$ cat src/rtl/mem_access_unit_pkg.sv
// Shared definitions for the memory access unit: op encodings, the
// op -> access size table, default exception codes and FSM encoding.
package mem_access_unit_pkg;

    typedef enum logic [2:0] {
        OP_LW  = 3'd0,
        OP_LH  = 3'd1,
        OP_LHU = 3'd2,
        OP_LB  = 3'd3,
        OP_LBU = 3'd4,
        OP_SW  = 3'd5,
        OP_SH  = 3'd6,
        OP_SB  = 3'd7
    } mem_op_e;

    typedef enum logic {
        ST_RUN    = 1'b0,
        ST_HALTED = 1'b1
    } mau_state_e;

    localparam logic [4:0] ADEL_CODE_DEF = 5'd4;
    localparam logic [4:0] ADES_CODE_DEF = 5'd5;

    // Number of bytes touched by an op (as the memory's size encoding).
    function automatic logic [2:0] op_size(input mem_op_e op);
        case (op)
            OP_LW, OP_SW:          return 3'd4;
            OP_LH, OP_LHU, OP_SH:  return 3'd2;
            default:               return 3'd1;
        endcase
    endfunction

    function automatic logic op_is_store(input mem_op_e op);
        return (op == OP_SW) || (op == OP_SH) || (op == OP_SB);
    endfunction

endpackage

$ cat src/rtl/mem_access_unit_load_extender.sv
// Sign/zero extension of raw memory read data for the load ops.
// Ports:
//   op          in  3   request op (mem_op_e encoding)
//   dm_data_out in  32  memory read data, addressed byte in [7:0]
//   result      out 32  extended load value (raw data for non-load ops)
module load_extender
    import mem_access_unit_pkg::*;
(
    input  logic [2:0]  op,
    input  logic [31:0] dm_data_out,
    output logic [31:0] result
);

    always_comb begin
        result = dm_data_out;
        case (mem_op_e'(op))
            OP_LH:   result = {{16{dm_data_out[15]}}, dm_data_out[15:0]};
            OP_LHU:  result = {16'h0000, dm_data_out[15:0]};
            OP_LB:   result = {{24{dm_data_out[7]}}, dm_data_out[7:0]};
            OP_LBU:  result = {24'h000000, dm_data_out[7:0]};
            default: result = dm_data_out;
        endcase
    end

endmodule

$ cat src/rtl/mem_access_unit.sv
// Memory-stage front end in front of the data memory. Takes one
// load/store/pass-through request per cycle, drives the memory's sized
// read/write ports combinationally, extends load data and registers the
// result (or an address-error exception) for write-back. After an
// exception the unit halts until flushed.
// Ports:
//   clk, reset              clock, synchronous active-high reset
//   req_*                   request channel (valid/ready)
//   flush                   drop the output register, leave HALTED
//   dm_*                    data memory interface
//   wb_*                    registered write-back result (valid/ready)
module mem_access_unit
    import mem_access_unit_pkg::*;
#(
    parameter logic [4:0] ADEL_CODE = ADEL_CODE_DEF,
    parameter logic [4:0] ADES_CODE = ADES_CODE_DEF
) (
    input  logic        clk,
    input  logic        reset,
    input  logic        req_valid,
    output logic        req_ready,
    input  logic        req_is_mem,
    input  logic [2:0]  req_op,
    input  logic [31:0] req_address,
    input  logic [31:0] req_data,
    input  logic [4:0]  req_rd,
    input  logic [31:0] req_pc,
    input  logic        flush,
    output logic [31:0] dm_address,
    output logic [31:0] dm_data_in,
    output logic [2:0]  dm_read_size,
    output logic [2:0]  dm_write_size,
    input  logic        dm_accepted,
    input  logic [31:0] dm_data_out,
    output logic        wb_valid,
    input  logic        wb_ready,
    output logic [31:0] wb_data,
    output logic [4:0]  wb_rd,
    output logic [31:0] wb_pc,
    output logic        wb_exception,
    output logic [4:0]  wb_exc_code
);

    mau_state_e  state_q, state_d;
    logic        fire;
    logic        is_store;
    logic        mem_fault;
    logic [2:0]  size;
    logic [31:0] load_result;

    assign is_store   = op_is_store(mem_op_e'(req_op));
    assign size       = op_size(mem_op_e'(req_op));
    assign dm_address = req_address;
    assign dm_data_in = req_data;
    // dm_accepted only means something while we actually drive a size,
    // which happens only on a firing memory op.
    assign mem_fault  = req_is_mem & ~dm_accepted;

    load_extender u_load_extender (
        .op          (req_op),
        .dm_data_out (dm_data_out),
        .result      (load_result)
    );

    // Next state, handshake and memory drive.
    always_comb begin
        state_d       = state_q;
        req_ready     = (state_q == ST_RUN) & (~wb_valid | wb_ready) & ~flush;
        fire          = req_valid & req_ready;
        dm_read_size  = 3'd0;
        dm_write_size = 3'd0;
        if (fire && req_is_mem) begin
            if (is_store) dm_write_size = size;
            else          dm_read_size  = size;
        end
        if (flush)                  state_d = ST_RUN;
        else if (fire && mem_fault) state_d = ST_HALTED;
    end

    always_ff @(posedge clk) begin
        if (reset) begin
            state_q      <= ST_RUN;
            wb_valid     <= 1'b0;
            wb_data      <= '0;
            wb_rd        <= '0;
            wb_pc        <= '0;
            wb_exception <= 1'b0;
            wb_exc_code  <= '0;
        end else begin
            state_q <= state_d;
            if (flush) begin
                wb_valid     <= 1'b0;
                wb_exception <= 1'b0;
            end else if (fire) begin
                // A fire replaces the output register even if it is being
                // consumed in the same cycle, so there is no bubble.
                wb_valid <= 1'b1;
                wb_rd    <= req_rd;
                wb_pc    <= req_pc;
                if (mem_fault) begin
                    wb_exception <= 1'b1;
                    wb_data      <= req_address;
                    wb_exc_code  <= is_store ? ADES_CODE : ADEL_CODE;
                end else begin
                    wb_exception <= 1'b0;
                    wb_exc_code  <= '0;
                    if (!req_is_mem)   wb_data <= req_data;
                    else if (is_store) wb_data <= '0;
                    else               wb_data <= load_result;
                end
            end else if (wb_valid && wb_ready) begin
                wb_valid <= 1'b0;
            end
        end
    end

endmodule
$ cat config.mk
export PLATFORM = sky130hd
export DESIGN_NAME = mem_access_unit
export DESIGN_NICKNAME = d
export VERILOG_FILES = /design/src/rtl/mem_access_unit_pkg.sv /design/src/rtl/mem_access_unit_load_extender.sv /design/src/rtl/mem_access_unit.sv
export SDC_FILE = /design/constraint.sdc
export NUM_CORES = 1
export LEC_CHECK = 0
export CORE_ASPECT_RATIO = 1.75
export CORE_UTILIZATION = 29
export CTS_BUF_LIST = sky130_fd_sc_hd__clkbuf_4 sky130_fd_sc_hd__clkbuf_8 sky130_fd_sc_hd__clkbuf_16
export DETAILED_ROUTE_END_ITERATION = 10
export PLACE_DENSITY = 0.68
export SETUP_SLACK_MARGIN = 0.4
export SKIP_CTS_REPAIR_TIMING = 1
export SYNTH_ARGS = -nofsm -noshare
export SYNTH_HDL_FRONTEND = slang
export SYNTH_SLANG_ARGS = --single-unit
$ cat constraint.sdc
create_clock -name clk -period 4.35 [get_ports clk]
set_input_delay 1.0875 -clock clk [delete_from_list [all_inputs] [get_ports clk]]
set_output_delay 1.0875 -clock clk [all_outputs]
set_load 0.02 [all_outputs]
==> results.toml, run 1 <==
[run_status]
outcome = "finished clean"

[pwr]
swShare = 0.283
p_clk_frac = 0.372
vdd_ir_drop_max_v = 0.000151
p_int_uw = 1460
p_per_area_mw_per_mm2 = 303
p_seq_frac = 0.360
power.leakage_uw = 0.00262
combPwrFrac = 0.268
p_switching_uw = 578

[synthesis]
synth_ff_type = "dfxtp_1"
synth_area_mm2 = 0.00398
synthXorXnorAreaFrac = 0.00220
yosysWarnings = 0
yosys.area_share.simple = 0.231
synthArstFlopShare = 0
synth.distinct_cells = 32
seq_area_frac_synth = 0.373
synthCells = 544
synth_top_family_by_area = "simple AND/OR/NAND/NOR gates"
synth_compound_area_frac = 0.184
synth-adder-area-share = 0
synth_edf_count = 0
syn_avg_cell_area_um2 = 7.31
synth_mux_area_frac = 0
yosys_register_bits = 74

[global_routing]
grt_max_degree = 71
grt_usage = 0.201
overflow = 0
grt_pass1_vias = 4289
antenna_found_initial = 0
grt_pass1_wl_mm = 22.2

[detailed_routing]
drc = 0
dr.pass1.iters = 4
wl_per_cell_um = 15.8
ant_nets = 0
wirelength_mm = 14.5
vias = 4292
vias_per_cell = 4.66
drt_first_iter_violations = 145

[critical_path]
start_kind = "input pin"
worstSetupEndpointType = "primary output"
max_stage_delay_ns = 0.66
path_max_fanout = 6
critical_path.most_common_cell = "clkdlybuf4s50_1"
path_class = "in2out"
crit_arrival_ns = 2.80
cp.required_ns = 3.26
cp_top_family = "buffers and inverters"
cp_cell_sequence = "clkdlybuf4s50_1, nand2b_1, nand3_2, nor3_1, clkdlybuf4s50_1"
crit_slowest_cell = "clkdlybuf4s50_1"
worst-path-buf-inv = 2

[place]
placement.io_buffers = 286
place_area_mm2 = 0.00642
place_congestion = 0.871
hpwl_mm = 11.1

[cells_and_area]
final_common_cell = "clkdlybuf4s50_1"
drive_gt1_frac = 0.0469
nNetsFinal = 885
num_antenna_cells = 0
finish.utilization = 0.504
area_growth_pct = 69.6
layout_common_cells = "clkdlybuf4s50_1 (278), nand2_1 (112), dfxtp_1 (74), a21oi_1 (50), nor2_1 (37)"
final_area_mm2 = 0.00674

[floorplanning]
start_util = 0.297
die_y_um = 157
die_area_mm2 = 0.0142
io_pins = 290
rows = 56
core_area_mm2 = 0.0134
die_width_um = 90.5

[clocking]
cts_tree = "yes"
cts_buffer_depth = 2
h-tree-depth = 3
cts-root-buf = "clkbuf_16"
cts_made_buffers = 9
clk_pin_slew_worst_paths_ns = 0.06
clk-insertion-delay-late_ns = 0.33
numClockSinks = 74

[timing]
min_period_ns = 3.89
slew_viol_final = 0
hold_viol_final = 0
worstMarginPinSlew_ns = 1.02
setup_viol = 0
rsz0062_at_grt = "false"
max_freq_mhz = 257
period_share = 0.894
clock_skew_ns = 0.00585
fin_tns_setup_ns = 0
slew_headroom = 0.322

[hold_path]
hp-class = "reg2reg"

[job]
max_cap_violations = 0
-- state kept, by name (all words and copies together) (netlist names) --
signal	cells
wb_valid	1
state_q	1
wb_rd	5
wb_exc_code	2
wb_pc	32
wb_data	32
wb_exception	1
-- worst reg2reg max path: cells and delay by family (launching register included) --
kind | cells | cell delay [ns]
and+or+nand+nor | 3 | 0.94
buffers and inverters | 1 | 0.36
DFF | 1 | 0.31
AOI/OAI and AO/OA | 1 | 0.14
-- layer usage --
metal,vias to the layer above,wire (um),global-route usage
met5,-,0,0
met3,27,664,0.0364
met1,1945,5670,0.224
li1,2138,-,-
met2,182,7720,0.368
met4,0,478,0.0906
-- logic make-up (layout without fill, tap and decap cells) --
family / Yosys count / in the layout
xor+xnor: 1 / 1
other cells: 1 / 3
buf+inv: 143 / 344
compound gates: 118 / 118
flops: 74 / 74
simple gates: 207 / 207
-- synth_stat cells, types with 2 or more instances --
cell        n  share of area
a211oi_1   32          0.060
buf_1       4         0.0038
buf_4      67           0.13
buf_2      19          0.024
dfxtp_1    74           0.37
or3_1      16          0.025
nand2_1   112           0.11
and3_1      3         0.0047
nor3b_1     2         0.0038
nor3_1     24          0.030
inv_1      33          0.031
clkbuf_1   17          0.016
o22ai_1    32          0.050
a21oi_1    50          0.063
nand2b_1    2         0.0031
nor2_1     37          0.035
buf_6       3         0.0085
nand3_1     3         0.0038
-- final timing paths --
check	start	end	slack, ns	cells past startpoint
worst min-delay path	wb_pc[26]	wb_pc[26]	0.45	2
worst min register to register	wb_pc[26]	wb_pc[26]	0.45	2
worst max register to register	state_q	wb_exc_code[0]	2.52	5
worst max-delay path	wb_ready	dm_read_size[1]	0.46	5
-- through the flow --
step / instances / worst slack, ns / total power, uW / hold WS (ns)
after floorplan: 546 / 0.993 / 1030 / 0.422
after global placement: 905 / 0.299 / 1290 / 0.441
after detailed placement: 905 / 0.246 / 1300 / 0.445
after CTS: 921 / 0.216 / 2080 / 0.454
after global routing: 921 / 0.428 / 2140 / 0.470
final: 921 / 0.461 / 2040 / 0.453
-- layout make-up --
| type | count | area [um2] |
|---|---|---|
| Clock inverter | 6 | 72.6 |
| Sequential cell | 74 | 1480 |
| Fill cell | 1275 | 6640 |
| Tap cell | 174 | 218 |
| Inverter | 33 | 124 |
| Timing Repair Buffer | 295 | 2940 |
| Multi-Input combinational cell | 329 | 1670 |
| Clock buffer | 10 | 239 |
-- power by group through the flow --
| stage | Sequential [uW] | Combinational (uW) | Clock (uW) |
|---|---|---|---|
| floorplan | 796 | 235 | 0 |
| detailed placement | 750 | 550 | 0 |
| global route | 740 | 586 | 812 |
| global placement | 749 | 546 | 0 |
| finish | 735 | 548 | 760 |
| CTS | 735 | 553 | 787 |
No activity file was read; power rests on OpenSTA's default activity.
==> run 2: changes to the inputs <==
--- a/config.mk
+++ b/config.mk
@@ -8,6 +8,7 @@
 export CORE_ASPECT_RATIO = 1.75
 export CORE_UTILIZATION = 29
 export CTS_BUF_LIST = sky130_fd_sc_hd__clkbuf_4 sky130_fd_sc_hd__clkbuf_8 sky130_fd_sc_hd__clkbuf_16
+export CTS_CLUSTER_DIAMETER = 80
 export DETAILED_ROUTE_END_ITERATION = 10
 export PLACE_DENSITY = 0.68
 export SETUP_SLACK_MARGIN = 0.4
==> results of run 2 <==
The final DEF is identical to that of run 1; final timing and power are the same.
==> run 3: changes to the inputs <==
--- a/config.mk
+++ b/config.mk
@@ -11,6 +11,7 @@
 export CTS_CLUSTER_DIAMETER = 80
 export DETAILED_ROUTE_END_ITERATION = 10
 export PLACE_DENSITY = 0.68
+export REMOVE_ABC_BUFFERS = 1
 export SETUP_SLACK_MARGIN = 0.4
 export SKIP_CTS_REPAIR_TIMING = 1
 export SYNTH_ARGS = -nofsm -noshare
==> results.toml, run 3 (synthesis results as in run 1) <==
[global_routing]
grt_pass1_vias = 4311
grt_pass1_wl_mm = 21.4
antenna_found_initial = 0
overflow = 0
grt_usage = 0.191
grt_max_degree = 68

[timing]
holdWs_ns = 0.452
fin_tns_setup_ns = 0
min_period_ns = 4.05
setup_viol = 0
period_share = 0.931
slew_headroom = 0.531
rsz0062_at_grt = "true"
max_freq_mhz = 247
clock_skew_ns = 0.00732
worstMarginPinSlew_ns = 0.703
hold_viol_final = 0
slew_viol_final = 0

[floorplanning]
start_util = 0.297
die_area_mm2 = 0.0142
io_pins = 290
rows = 56
die_width_um = 90.5
die_y_um = 157
core_area_mm2 = 0.0134

[detailed_routing]
drt_first_iter_violations = 108
vias_per_cell = 4.69
dr.pass1.iters = 4
vias = 4335
wl_per_cell_um = 15.1
ant_nets = 0
drc = 0
wirelength_mm = 13.9

[place]
dp_cells = 908
placement.io_buffers = 286
place_congestion = 0.816
hpwl_mm = 10.9
place_area_mm2 = 0.00644

[critical_path]
crit_slowest_cell = "clkdlybuf4s50_1"
start_kind = "input pin"
worstSetupEndpointType = "primary output"
critical_path.most_common_cell = "clkdlybuf4s50_1"
path_class = "in2out"
reg2regPathDepth = 6
cp.required_ns = 3.26
crit_arrival_ns = 2.96
cp_cell_sequence = "clkdlybuf4s50_1, nand2b_1, and3_2, buf_6, and3_1, clkdlybuf4s50_1"
path_max_fanout = 20
cp_top_family = "buffers and inverters"
crit_path_start = "wb_ready"
r2r-end = "state_q"
worst-path-buf-inv = 3
reg2reg_from = "state_q"
cp_num_cells = 6
r2r_setup_slack_ns = 2.42
max_stage_delay_ns = 0.61

[cells_and_area]
num_antenna_cells = 0
drive_gt1_frac = 0.0520
nNetsFinal = 888
area_growth_pct = 69.6
final_common_cell = "clkdlybuf4s50_1"
fin_cells = 924
reg_top3 = "wb_data (32), wb_pc (32), wb_rd (5)"
finish.utilization = 0.504
fill_cells = 1264
layout_common_cells = "clkdlybuf4s50_1 (279), nand2_1 (112), dfxtp_1 (74), a21oi_1 (50), nor2_1 (36)"
final_area_mm2 = 0.00674

[clocking]
clk_pin_slew_worst_paths_ns = 0.05
h-tree-depth = 3
numClockSinks = 74
clk-insertion-delay-late_ns = 0.33
cts_tree = "yes"
cts_made_buffers = 9
cts_buffer_depth = 2
cts-root-buf = "clkbuf_16"

[job]
max_cap_violations = 0

[hold_path]
min_path_cells = 2
hp-class = "reg2reg"
whs_endpoint = "wb_pc[13]"
min-delay-start = "wb_pc[13]"

[pwr]
power.leakage_uw = 0.00263
vdd_ir_drop_max_v = 0.000134
p_per_area_mw_per_mm2 = 293

[run_status]
outcome = "finished clean"
==> run 3: how the worst max path moves through the flow <==
| stage | end | slack, ns |
|---|---|---|
| finish | dm_read_size[0] | 0.30 |
| global route | dm_read_size[0] | 0.18 |
| CTS | dm_read_size[0] | 0.20 |
| detailed placement | dm_read_size[0] | 0.22 |
| global placement | dm_read_size[0] | 0.25 |
| floorplan | dm_read_size[2] | -0.25 |
==> run 3: worst min-delay path: cells and delay by family (launching register included) <==
family | cells | cell delay, ns
DFF | 1 | 0.30
and+or+nand+nor | 1 | 0.05
AOI/OAI and AO/OA | 1 | 0.05
==> run 3: through the flow <==
| stage | setup slack (ns) | total power, uW |
|---|---|---|
| 2_1_floorplan | -0.254 | 910 |
| 4_1_cts | 0.204 | 2010 |
| 3_3_place_gp | 0.247 | 1300 |
| 6_report | 0.301 | 1980 |
| 3_5_place_dp | 0.219 | 1300 |
| 5_1_grt | 0.182 | 2070 |
==> run 3: layer usage <==
layer,part of all wire,vias up,track usage
met1,0.37,1967,0.195
met4,0.029,0,0.0891
met2,0.55,189,0.366
li1,-,2153,-
met5,0,-,0
met3,0.054,26,0.0413
==> run 3: area by class of cell <==
| class | instances | area (um2) | share of cell area |
|---|---|---|---|
| Inverter | 33 | 124 | 0.0184 |
| Multi-Input combinational cell | 329 | 1680 | 0.248 |
| Tap cell | 174 | 218 | 0.0323 |
| Clock buffer | 11 | 246 | 0.0366 |
| Timing Repair Buffer | 298 | 2960 | 0.439 |
| Sequential cell | 74 | 1480 | 0.220 |
| Clock inverter | 5 | 38.8 | 0.00575 |
==> run 3: power by group <==
group          internal [uW]  total, uW  switching, uW
combinational            284        549            265
sequential               717        736           19.5
clock                    411        692            281
total                   1410       1980            565
